--- src/rtl/cmsdk_mcu_ahb_arb2.sv ---
// cmsdk_mcu_ahb_arb2
//   Two-master AHB-Lite arbiter. M0 (CPU) and M1 (DMA/test) share one AHB-Lite
//   path into the slave decode. A master that loses arbitration has its address
//   phase captured in a one-entry buffer. It is then held off with hready=0
//   until the buffered transfer completes on the shared bus.
//
// Parameters
//   AW        address width
//   RR_MODE   0: fixed priority M0 > M1, 1: alternate on contention
//   MAX_HOLD  consecutive transfers an owner may issue before yielding to a
//             waiting master (1..255)
//
// Ports
//   HCLK, HRESETn                  clock, synchronous active-low reset
//   m0_*/m1_* haddr..hwdata  in    per-master address/control/write data
//   m0_*/m1_* hready/hrdata/hresp  per-master response
//   HADDR/HTRANS/HSIZE/HWRITE/HWDATA  out  shared address phase and write data
//   HREADY/HRDATA/HRESP        in  shared slave response
//   hmaster                   out  address-phase owner (0=M0, 1=M1)
//   dp_master                 out  data-phase owner (00 none, 01 M0, 10 M1)

module cmsdk_mcu_ahb_arb2 #(
  parameter int AW       = 32,
  parameter int RR_MODE  = 0,
  parameter int MAX_HOLD = 8
) (
  input  logic          HCLK,
  input  logic          HRESETn,
  input  logic [AW-1:0] m0_haddr,
  input  logic [1:0]    m0_htrans,
  input  logic [2:0]    m0_hsize,
  input  logic          m0_hwrite,
  input  logic [31:0]   m0_hwdata,
  output logic          m0_hready,
  output logic [31:0]   m0_hrdata,
  output logic          m0_hresp,
  input  logic [AW-1:0] m1_haddr,
  input  logic [1:0]    m1_htrans,
  input  logic [2:0]    m1_hsize,
  input  logic          m1_hwrite,
  input  logic [31:0]   m1_hwdata,
  output logic          m1_hready,
  output logic [31:0]   m1_hrdata,
  output logic          m1_hresp,
  output logic [AW-1:0] HADDR,
  output logic [1:0]    HTRANS,
  output logic [2:0]    HSIZE,
  output logic          HWRITE,
  output logic [31:0]   HWDATA,
  input  logic          HREADY,
  input  logic [31:0]   HRDATA,
  input  logic          HRESP,
  output logic          hmaster,
  output logic [1:0]    dp_master
);

  localparam logic [1:0] TR_IDLE   = 2'b00;
  localparam logic [1:0] TR_NONSEQ = 2'b10;
  localparam logic [1:0] DP_NONE   = 2'b00;
  localparam logic [1:0] DP_M0     = 2'b01;
  localparam logic [1:0] DP_M1     = 2'b10;
  localparam logic [7:0] HOLD_LIM  = 8'(MAX_HOLD);

  logic          owner_q;
  logic [1:0]    dp_q;
  logic [7:0]    hold_cnt;

  // Buffered transfers are always replayed as NONSEQ, so no HTRANS is stored.
  logic          pend0_q, pend1_q;
  logic [AW-1:0] pend0_addr, pend1_addr;
  logic [2:0]    pend0_size, pend1_size;
  logic          pend0_write, pend1_write;

  logic          req0, req1, grant, gnt_req, issue, issue0, issue1;
  logic          load0, load1, drop0, drop1;

  // Per-master responses. A master that is not the data-phase owner only
  // stalls while it has a buffered transfer outstanding.
  always_comb begin
    m0_hready = 1'b1;
    m0_hresp  = 1'b0;
    m0_hrdata = '0;
    m1_hready = 1'b1;
    m1_hresp  = 1'b0;
    m1_hrdata = '0;
    if (HRESETn) begin
      if (dp_q == DP_M0) begin
        m0_hready = HREADY;
        m0_hresp  = HRESP;
        m0_hrdata = HRDATA;
      end else begin
        m0_hready = !pend0_q;
      end
      if (dp_q == DP_M1) begin
        m1_hready = HREADY;
        m1_hresp  = HRESP;
        m1_hrdata = HRDATA;
      end else begin
        m1_hready = !pend1_q;
      end
    end
  end

  assign req0 = HRESETn & ((m0_htrans[1] & m0_hready) | pend0_q);
  assign req1 = HRESETn & ((m1_htrans[1] & m1_hready) | pend1_q);

  // Ownership only moves on HREADY=1 so a stalled address phase stays put.
  always_comb begin
    grant = owner_q;
    if (HREADY) begin
      if (req0 && !req1) begin
        grant = 1'b0;
      end else if (req1 && !req0) begin
        grant = 1'b1;
      end else if (req0 && req1) begin
        if (hold_cnt >= HOLD_LIM) begin
          grant = !owner_q;
        end else if (RR_MODE != 0) begin
          grant = !owner_q;
        end else begin
          grant = 1'b0;
        end
      end
    end
  end

  assign gnt_req = grant ? req1 : req0;
  assign issue   = HREADY & gnt_req;
  assign issue0  = issue & !grant;
  assign issue1  = issue & grant;

  always_comb begin
    HADDR  = '0;
    HTRANS = TR_IDLE;
    HSIZE  = '0;
    HWRITE = 1'b0;
    if (gnt_req) begin
      if (!grant) begin
        if (pend0_q) begin
          HADDR  = pend0_addr;
          HTRANS = TR_NONSEQ;
          HSIZE  = pend0_size;
          HWRITE = pend0_write;
        end else begin
          HADDR  = m0_haddr;
          HTRANS = m0_htrans;
          HSIZE  = m0_hsize;
          HWRITE = m0_hwrite;
        end
      end else begin
        if (pend1_q) begin
          HADDR  = pend1_addr;
          HTRANS = TR_NONSEQ;
          HSIZE  = pend1_size;
          HWRITE = pend1_write;
        end else begin
          HADDR  = m1_haddr;
          HTRANS = m1_htrans;
          HSIZE  = m1_hsize;
          HWRITE = m1_hwrite;
        end
      end
    end
  end

  always_comb begin
    HWDATA = '0;
    if (dp_q == DP_M0) begin
      HWDATA = m0_hwdata;
    end else if (dp_q == DP_M1) begin
      HWDATA = m1_hwdata;
    end
  end

  assign hmaster   = HRESETn & grant;
  assign dp_master = dp_q;

  assign load0 = m0_htrans[1] & m0_hready & !pend0_q & !issue0;
  assign load1 = m1_htrans[1] & m1_hready & !pend1_q & !issue1;
  // First ERROR cycle cancels any transfer the erroring master has queued.
  assign drop0 = HRESP & !HREADY & (dp_q == DP_M0);
  assign drop1 = HRESP & !HREADY & (dp_q == DP_M1);

  always_ff @(posedge HCLK) begin
    if (!HRESETn) begin
      owner_q     <= 1'b0;
      dp_q        <= DP_NONE;
      hold_cnt    <= '0;
      pend0_q     <= 1'b0;
      pend1_q     <= 1'b0;
      pend0_addr  <= '0;
      pend1_addr  <= '0;
      pend0_size  <= '0;
      pend1_size  <= '0;
      pend0_write <= 1'b0;
      pend1_write <= 1'b0;
    end else begin
      if (HREADY) begin
        owner_q <= grant;
        dp_q    <= issue ? (grant ? DP_M1 : DP_M0) : DP_NONE;
        if (issue) begin
          if (grant != owner_q) begin
            hold_cnt <= 8'd1;
          end else if (hold_cnt != 8'hFF) begin
            hold_cnt <= hold_cnt + 8'd1;
          end
        end
      end
      if (load0) begin
        pend0_q     <= 1'b1;
        pend0_addr  <= m0_haddr;
        pend0_size  <= m0_hsize;
        pend0_write <= m0_hwrite;
      end else if (issue0 || drop0) begin
        pend0_q <= 1'b0;
      end
      if (load1) begin
        pend1_q     <= 1'b1;
        pend1_addr  <= m1_haddr;
        pend1_size  <= m1_hsize;
        pend1_write <= m1_hwrite;
      end else if (issue1 || drop1) begin
        pend1_q <= 1'b0;
      end
    end
  end

endmodule

--- config.mk ---
export PLATFORM = sky130hd
export DESIGN_NAME = cmsdk_mcu_ahb_arb2
export DESIGN_NICKNAME = d
export VERILOG_FILES = /design/src/rtl/cmsdk_mcu_ahb_arb2.sv
export SDC_FILE = /design/constraint.sdc
export NUM_CORES = 1
export LEC_CHECK = 0
export BUFFER_PORTS_ARGS = -buffer_cell sky130_fd_sc_hd__clkbuf_2
export CAP_MARGIN = 20
export CORE_AREA = 2 2 122 124
export CTS_CLUSTER_SIZE = 12
export DETAILED_ROUTE_END_ITERATION = 10
export DIE_AREA = 0 0 124 126
export PLACE_DENSITY = 0.72
export SLEW_MARGIN = 20
export SYNTH_ARGS = -nofsm -noshare
export SYNTH_HDL_FRONTEND = slang
export SYNTH_SLANG_ARGS = --single-unit
--- constraint.sdc ---
create_clock -name HCLK -period 3 [get_ports HCLK]
set_input_delay 0.6 -clock HCLK [delete_from_list [all_inputs] [get_ports HCLK]]
set_output_delay 0.6 -clock HCLK [all_outputs]
set_load 0.02 [all_outputs]
---- Word level (Yosys, flattened, before mapping) ----
Index checks and enable logic that the tools add are counted.
cells by class
  bitwise operators ....................... 17
  add/subtract/negate cells ............... 1
  reduce and logical (&&, ||, !) cells .... 18
  muxes and demuxes ....................... 44
  equal/unequal tests ..................... 4
  $lt $le $gt $ge ......................... 1
operators with widths
  cell                                                               number
  2-to-1 mux 32 bit                                                  10
  2-to-1 mux 1 bit                                                   22
  2-to-1 mux 8 bit                                                   2
  bitwise AND 1 bit                                                  15
  2-to-1 mux 2 bit                                                   6
  2-to-1 mux 3 bit                                                   4
  logical NOT 1 bit                                                  9
  adder 8 x 1 -> 8 bit, second input constant                        1
  greater-or-equal comparator 8 x 4 -> 1 bit, second input constant  1
  != test 8 bit, second input constant                               1
  nonzero test 2 bit                                                 3
  logical AND 1 bit                                                  3
  AND reduction 3 bit                                                1
  equality test 2 x 1 -> 1 bit, second input constant                1
  equality test 2 bit, second input constant                         1
  logical OR 1 bit                                                   2
  bitwise OR 1 bit                                                   2
  != test 1 bit                                                      1
word-level totals
  output and inout bits ................... 141
  flip-flop bits (word level) ............. 85

---- Longest topological paths before layout ----
Gate-level depths: netlist (run 1).
  depth in word-level cells ............... 17
  mapped depth ............................ 8
  mapped depth without buffers ............ 6

---- Worst setup path after synthesis (run 1) ----
No wires, ideal clock.
  kind .................................... input-to-output
  from .................................... input HRESETn
  to ...................................... output HADDR[23]
  slack ................................... 0.124 ns
  cell stages on the path ................. 7
  data arrival time ....................... 2.276 ns
  path buffers ............................ 3
  data required time ...................... 2.400 ns
  cells stage by stage .................... clkbuf_1 clkinv_1 nor3_1 o31ai_1 buf_2 buf_4 a211oi_1
on the way
  word-level cells in the longest chain between the ends .. 11
  elaborated cells on any way between the ends .. 20
ends and longest elaborated chain
  element                                                 line      RTL
  start, declared                                         28        input logic HRESETn,
  2-to-1 mux 1 bit                                        86        if (HRESETn) begin
  bitwise AND 1 bit (on tied branches)                    104, 105
  bitwise OR 1 bit (on tied branches)                     104, 105
  bitwise AND 1 bit (on tied branches)                    104, 105
  logical AND 1 bit or logical NOT 1 bit (tied branches)  115, 113
  2-to-1 mux 1 bit or logical AND 1 bit (tied branches)   115, 113
  2-to-1 mux 1 bit                                        113       end else if (req1 && !req0) begin
  2-to-1 mux 1 bit                                        111       if (req0 && !req1) begin
  2-to-1 mux 1 bit                                        110       if (HREADY) begin
  2-to-1 mux 32 bit or 2-to-1 mux 1 bit (tied branches)   138, 127
  2-to-1 mux 32 bit *                                     137       if (gnt_req) begin
  end, declared                                           45        output logic [AW-1:0] HADDR,
Mark *: on every way between the ends. The rest lies on a longest branch, timed or not.

---- Worst setup path in the final report (run 1) ----
  from .................................... register hold_cnt[7]
  to ...................................... output HADDR[12]
on the way
  word-level cells in the longest chain between the ends .. 8
  elaborated cells on any way between the ends .. 9
ends and longest elaborated chain
  element                                                line      RTL
  start, declared                                        66        logic [7:0] hold_cnt;
  start signal, assigned                                 205       hold_cnt <= hold_cnt + 8'd1;
  greater-or-equal comparator 8 x 4 -> 1 bit *           116       if (hold_cnt >= HOLD_LIM) begin
  2-to-1 mux 1 bit *                                     116
  2-to-1 mux 1 bit *                                     115       end else if (req0 && req1) begin
  2-to-1 mux 1 bit *                                     113
  2-to-1 mux 1 bit *                                     111
  2-to-1 mux 1 bit *                                     110
  2-to-1 mux 32 bit or 2-to-1 mux 1 bit (tied branches)  138, 127
  2-to-1 mux 32 bit *                                    137
Marks and branches as above.

==> results of run 1 <==
==> final cells by class <==
cell class / count / area (um2) / share of cell area [%]
repair buffers: 366 / 2260 / 27.1
flip-flops and latches: 85 / 1710 / 20.4
diodes: 1 / 2.50 / 0.0299
clock buffers: 13 / 250 / 2.99
well taps: 184 / 230 / 2.75
clock inverters: 3 / 45.0 / 0.539
inverters: 8 / 30.0 / 0.359
multi-input cells: 578 / 3830 / 45.8
==> stage by stage <==
step                      hold slack [ps]  worst slack (ps)  power [mW]
final                                 454             -30.0        3.56
after global routing                  474              -130        3.72
after CTS                             458             -42.2        3.41
after detailed placement              449              62.9        2.24
after global placement                442               125        2.23
after floorplan                       434               124        1.88
==> worst max path at each step <==
stage,to,slack (ps),cells past startpoint,from
floorplan,HADDR[23],120,7,HRESETn
global placement,HSIZE[2],120,8,HREADY
detailed placement,HSIZE[2],60,8,HREADY
CTS,HTRANS[0],-40,7,hold_cnt[7]$_SDFFE_PN0P_
global route,HADDR[12],-130,8,hold_cnt[7]$_SDFFE_PN0P_
finish,HADDR[12],-30,8,hold_cnt[7]$_SDFFE_PN0P_
==> worst max-delay path: stages (launching register included) <==
cell and delay (ps):
dfxtp_2 320, or4_4 550, o21ai_4 150, a22oi_2 140, buf_4 190, clkbuf_16 160, a211oi_1 310, a211oi_2 90
buf_4 170
==> repair_timing <==
item	in CTS	in global routing
gates resized for setup	6	131
pin swaps	4	11
gates cloned	2	8
endpoints found under the setup margin	2	38
setup buffers	4	11
==> logic make-up after synthesis <==
family                     share of synthesized area (%)
and+or+nand+nor                                     25.7
AOI/OAI and AO/OA                                   23.5
DFF                                                 30.4
buffers and inverters                               6.86
adders and majority gates                          0.447
muxes                                               13.1
==> cell usage after synthesis, types with 2 or more instances <==
cell type	number	area share, %
o21ai_0	3	0.27
a21oi_1	8	0.72
a22o_1	32	5.0
or3b_1	3	0.47
nor3_1	5	0.45
a211oi_1	73	9.8
clkbuf_1	55	3.7
nand2_1	146	9.8
o21ai_1	39	3.5
mux2i_1	73	13
a31oi_1	2	0.22
o31ai_1	4	0.54
nand2b_1	5	0.56
buf_2	16	1.4
a21boi_1	3	0.40
nor2b_1	38	4.2
and2_1	4	0.45
o211ai_1	3	0.40
inv_1	6	0.40
nand3_1	42	3.8
nor2_1	72	4.8
ha_1	2	0.45
buf_4	3	0.40
buf_8	3	0.80
or4_1	2	0.27
a22oi_1	2	0.27
dfxtp_1	85	30
==> routing by layer <==
metal,vias up,global-route usage [%]
li1,3242,-
met4,0,8.39
met3,28,7.70
met2,276,39.0
met5,-,0
met1,3045,33.5
==> state kept, by name (all words and copies together), names as in the netlist, 2 cells and up <==
register / flops
pend1_addr: 32
pend1_size: 3
pend0_addr: 32
dp_master: 2
pend0_size: 3
hold_cnt: 8
==> where the power goes <==
group	switching, mW	total (mW)	internal (mW)
sequential	0.0482	1.25	1.21
clock	0.468	1.14	0.670
combinational	0.668	1.16	0.497
==> summary.txt, run 1 <==
Logic synthesis
  – Gate Count Post-Synth: 748
  – Synthesized area: 5600 um2
  – Asr flop ratio synth: 0%
  – Sequential share of the synthesized area: 30.4%
  – Top FF cell, synth: dfxtp_1
  – Avg Cell Area, Syn: 7.48 um2
  – Post-synthesis cell type count: 46
  – FF+latch count, synth: 85
  – Synth Net Count: 926
  – Syn. warnings: 0
  – Post-synth EDFFs: 0

Timing
  – Slew margin rel.: 52.5%
  – RSZ-0062 raised after global routing: true
  – Tcrit/Tclk final: 101%
  – Final TNS setup: -75.2 ps
  – Max Transition Viols Final: 0
  – Worst setup margin: -30.0 ps
  – Setup Viol. Count Final: 4
  – Fin Clk Skew: 4.93 ps
  – Worst Tran Pin Value: 712 ps
  – Hold Fails Final Rpt: 0
  – F_max: 0.330 GHz
  – Final Critical Period: 3030 ps

Layout
  – Fin util: 58.4%
  – Area Growth Syn to Fin: 49.4%
  – Commonest non-fill, non-tap cell in the layout: clkbuf_2
  – Fillers: 1349
  – Fin nets: 1226
  – Layout cells sized above 1: 42.7%
  – Final instance area: 8360 um2
  – Non-filler instance count after layout: 1238
  – Commonest cells after routing, fill and taps aside: clkbuf_2, nand2_1, dfxtp_1, mux2i_1, nor2_1

Floorplanning
  – CORE AREA: 14300 um2
  – Die ar.: 15600 um2
  – Die Y: 126 um
  – Row count: 44
  – Starting Density: 39.1%
  – Chip width: 124 um
  – I/O Pins: 317

Setup path
  – RR Startpoint: hold_cnt[7]$_SDFFE_PN0P_
  – Kind of critical path: reg2out
  – Worst EP required: 2400 ps
  – FF-to-FF setup slack: 820 ps
  – Worst R2R Path Depth: 6
  – FF-to-FF End: pend1_write$_SDFFE_PN0P_
  – Crit. End Element: output pin
  – Worst-path maximum fanout: 5
  – Startpoint Class: flop
  – CP Data Arrival Time: 2430 ps

Global routing
  – Initial antenna violation count: 1
  – Total gr overflow: 0
  – Largest net degree at the start of global routing: 109
  – All-layer global routing usage: 25.3%
  – First-pass GRT wire length: 30500 um
  – Number of global-route vias before repair: 5688

Pwr
  – Power per cell area: 425 nW/um2
  – Static Leak: 3.82 nW
  – Maximum VDD drop: 0.317 mV

Worst hold path
  – Worst hold start: pend0_addr[21]$_SDFFE_PN0P_
  – WHS Path Cells: 2
  – HP Class: reg2reg
  – Worst hold endpoint: pend0_addr[21]$_SDFFE_PN0P_

Place
  – RD Place Congestion: 0.862
  – Placed insts: 1196
  – # port buffers: 316
  – Final HPWL DP: 15300 um
  – Area of placed instances: 7340 um2

CTS
  – Worst-Skew Late Latency: 340 ps
  – CTS Hold Buffers Added: 0
  – Clk slew on worst S/H paths: 60 ps
  – CTS Buf Count: 9
  – H-tree depth: 3
  – Clk root buf: clkbuf_16
  – Clk buf depth: 2
  – Clock net sink count: 85
  – CTS tree: done

Outcome
  – Outcome: complete, but fails checks
  – Failing checks: setup timing

Routing
  – Via density: 5.32
  – M1 WL: 9160 um
  – DRT Wirelength: 21900 um
  – Drt pass-1 iters: 5
  – Vias: 6591
  – Max layer used: met4
  – Met3 WL: 1990 um
  – Wire per inst: 17.7 um
  – Post-route DRC: 0
  – DR iter-0 viols: 522
  – Post-route ant nets: 0
  – Met2 WL: 10300 um

Flow run
  – Max-cap violation count: 0
Power figures use the tool's default switching activity.
==> inputs of run 2 (changes only) <==
--- a/config.mk
+++ b/config.mk
@@ -12,6 +12,7 @@
 export DETAILED_ROUTE_END_ITERATION = 10
 export DIE_AREA = 0 0 124 126
 export PLACE_DENSITY = 0.72
+export REMOVE_ABC_BUFFERS = 1
 export SLEW_MARGIN = 20
 export SYNTH_ARGS = -nofsm -noshare
 export SYNTH_HDL_FRONTEND = slang
==> summary.txt, run 2 (synthesized netlist as in run 1, its figures left out) <==
Routing
  – DRT Wirelength: 21800 um (-0.27%)
  – Via density: 5.36 (+0.71%)
  – Wire per inst: 17.9 um (+1.2%)
  – Vias: 6541 (-0.76%)
  – DR iter-0 viols: 415 (-20%)
  – Post-route ant nets: 0 (unchanged)
  – Drt pass-1 iters: 5 (unchanged)
  – Post-route DRC: 0 (unchanged)

Setup path
  – Critical-path cell list: or4_4 -> o21ai_4 -> a22oi_2 -> buf_4 -> buf_6 -> a211oi_2 -> a211oi_1 -> clkbuf_2
  – Worst R2R Path Depth: 7 (+1)
  – CP bufs+invs: 3 (unchanged)
  – Crit. End Element: output pin
  – Kind of critical path: reg2out
  – FF-to-FF setup slack: 520 ps (-300 ps)
  – Worst EP required: 2400 ps (about the same)
  – Largest delay share family, worst path: compound AO/OA/AOI/OAI gates
  – FF-to-FF End: pend0_addr[16]$_SDFFE_PN0P_
  – Startpoint Class: flop
  – Max incr delay on CP: 560 ps (about the same)
  – Worst-path maximum fanout: 28 (+23)
  – CP Data Arrival Time: 2400 ps (-30 ps)
  – Slowest stage cell on the critical path: or4_4
  – RR Startpoint: hold_cnt[5]$_SDFFE_PN0P_

Timing
  – Setup Viol. Count Final: 1 (-3)
  – Worst Tran Pin Value: 720 ps (+8.26 ps)
  – Final Critical Period: 3000 ps (-29.7 ps)
  – Hold Fails Final Rpt: 0 (unchanged)
  – Fin Clk Skew: 4.95 ps (+0.0204 ps)
  – Slew margin rel.: 52.0% (-0.55 points)
  – Worst setup margin: -0.281 ps (+29.7 ps)
  – RSZ-0062 raised after global routing: true
  – F_max: 0.333 GHz (+0.99%)
  – WHS: 457 ps (+3.35 ps)
  – Max Transition Viols Final: 0 (unchanged)
  – Tcrit/Tclk final: 100% (-0.99 points)

Layout
  – Fin util: 55.0% (-3.4 points)
  – Layout cells sized above 1: 38.8% (-3.9 points)
  – Fin nets: 1209 (-1.4%)
  – Largest regs: pend0_addr (32), pend1_addr (32), hold_cnt (8)
  – Fillers: 1411 (+4.6%)
  – Commonest non-fill, non-tap cell in the layout: clkbuf_2
  – Commonest cells after routing, fill and taps aside: clkbuf_2, nand2_1, dfxtp_1, mux2i_1, nor2_1
  – Area Growth Syn to Fin: 40.8%
  – Non-filler instance count after layout: 1220 (-1.5%)
  – Final instance area: 7880 um2 (-5.8%)
  – Ant diodes: 0 (-1)

Outcome
  – Failing checks: setup timing
  – Outcome: complete, but fails checks

Floorplanning
  – Chip width: 124 um (unchanged)
  – Die Y: 126 um (unchanged)
  – Starting Density: 39.1% (unchanged)
  – I/O Pins: 317 (unchanged)
  – Row count: 44 (unchanged)
  – CORE AREA: 14300 um2 (unchanged)
  – Die ar.: 15600 um2 (unchanged)

Worst hold path
  – Worst hold endpoint: pend0_addr[9]$_SDFFE_PN0P_
  – WHS Path Cells: 2 (unchanged)
  – Worst hold start: pend0_addr[9]$_SDFFE_PN0P_
  – HP Class: reg2reg

Global routing
  – Top Usage Layer GRT: met2
  – Number of global-route vias before repair: 5579 (-1.9%)
  – All-layer global routing usage: 25.3% (about the same)
  – Met1 Track Usage GR: 32.8% (-0.62 points)
  – Total gr overflow: 0 (unchanged)
  – First-pass GRT wire length: 30400 um (-0.23%)
  – Met2 Usage GRT: 41.5% (+2.4 points)
  – Initial antenna violation count: 0 (-1)
  – GR Util met3: 6.30% (-1.4 points)
  – Largest net degree at the start of global routing: 77 (-29%)

Place
  – Placed insts: 1193 (-0.25%)
  – Area of placed instances: 7320 um2 (-0.31%)
  – Final HPWL DP: 15800 um (+3.4%)
  – RD Place Congestion: 0.878 (+1.9%)
  – # port buffers: 316 (unchanged)

CTS
  – Worst-Skew Late Latency: 340 ps (about the same)
  – CTS Buf Count: 9 (unchanged)
  – Clk root buf: clkbuf_16
  – Clk buf depth: 2 (unchanged)
  – H-tree depth: 3 (unchanged)
  – CTS Hold Buffers Added: 0 (unchanged)
  – Clock net sink count: 85 (unchanged)
  – CTS tree: done
  – Clk slew on worst S/H paths: 70 ps (about the same)

Pwr
  – Static Leak: 3.67 nW (-3.9%)
  – Power per cell area: 440 nW/um2 (+3.6%)
  – Maximum VDD drop: 0.346 mV (+9.0%)

Flow run
  – Max-cap violation count: 0 (unchanged)
run 2: changes by cell type in the layout (fill, tap and decap cells not counted), sizes merged:
cell and delta:
buf -36, inv +1, clkinvlp -1, diode -1
clkbuf +18, clkinv +1
run 2: layout make-up:
class	instances	area, um2	area share (%)
multi-input cells	578	3640	46.3
flip-flops and latches	85	1710	21.7
clock buffers	12	256	3.26
repair buffers	349	1950	24.8
clock inverters	4	55.1	0.699
well taps	184	230	2.92
inverters	8	30.0	0.381
run 2: per-layer routing:
layer  wire, um  part of all wire (%)  up-vias
met3       1880                   8.6       29
met4        385                   1.8        0
met1       9110                    42     3015
met5          0                     0        -
met2      10400                    48      289
li1           -                     -     3208
run 2: how the worst max path moves through the flow:
stage / end / slack, ps / start / depth (start not counted)
2_1_floorplan: HADDR[0] / -3060 / pend1_q$_SDFFE_PN0P_ / 4
3_3_place_gp: HADDR[13] / 150 / HREADY / 8
3_5_place_dp: HADDR[17] / 90 / HREADY / 8
4_1_cts: HTRANS[0] / 10 / hold_cnt[4]$_SDFFE_PN0P_ / 6
5_1_grt: HADDR[2] / -60 / hold_cnt[5]$_SDFFE_PN0P_ / 8
6_report: HADDR[15] / -0.3 / hold_cnt[5]$_SDFFE_PN0P_ / 8
run 2: worst reg2reg max path, delay by kind of cell (launching register included):
family / cells / cell delay, ps
compound gates: 3 / 950
buf+inv: 2 / 450
flops: 1 / 340
simple gates: 2 / 670
run 2: timing repair:
item	CTS	global route
gates cloned	0	5
resized for setup	11	35
setup endpoints to repair	14	38
setup buffers	0	6
pin swaps	0	5
run 2: stage by stage:
step           setup TNS (ps)  setup slack [ps]  power, mW
4_1_cts                     0              13.3       3.43
3_3_place_gp                0               151       2.23
5_1_grt                 -1250             -62.5       3.63
2_1_floorplan         -160780             -3060       1.82
6_report               -0.281            -0.281       3.47
3_5_place_dp                0              90.9       2.24
run 2: report_power, final:
| part | internal [mW] | switching [mW] | total, mW | leakage (nW) |
|---|---|---|---|---|
| Combinational | 0.417 | 0.621 | 1.04 | 2.82 |
| Clock | 0.697 | 0.481 | 1.18 | 0.149 |
| Sequential | 1.21 | 0.0478 | 1.25 | 0.699 |
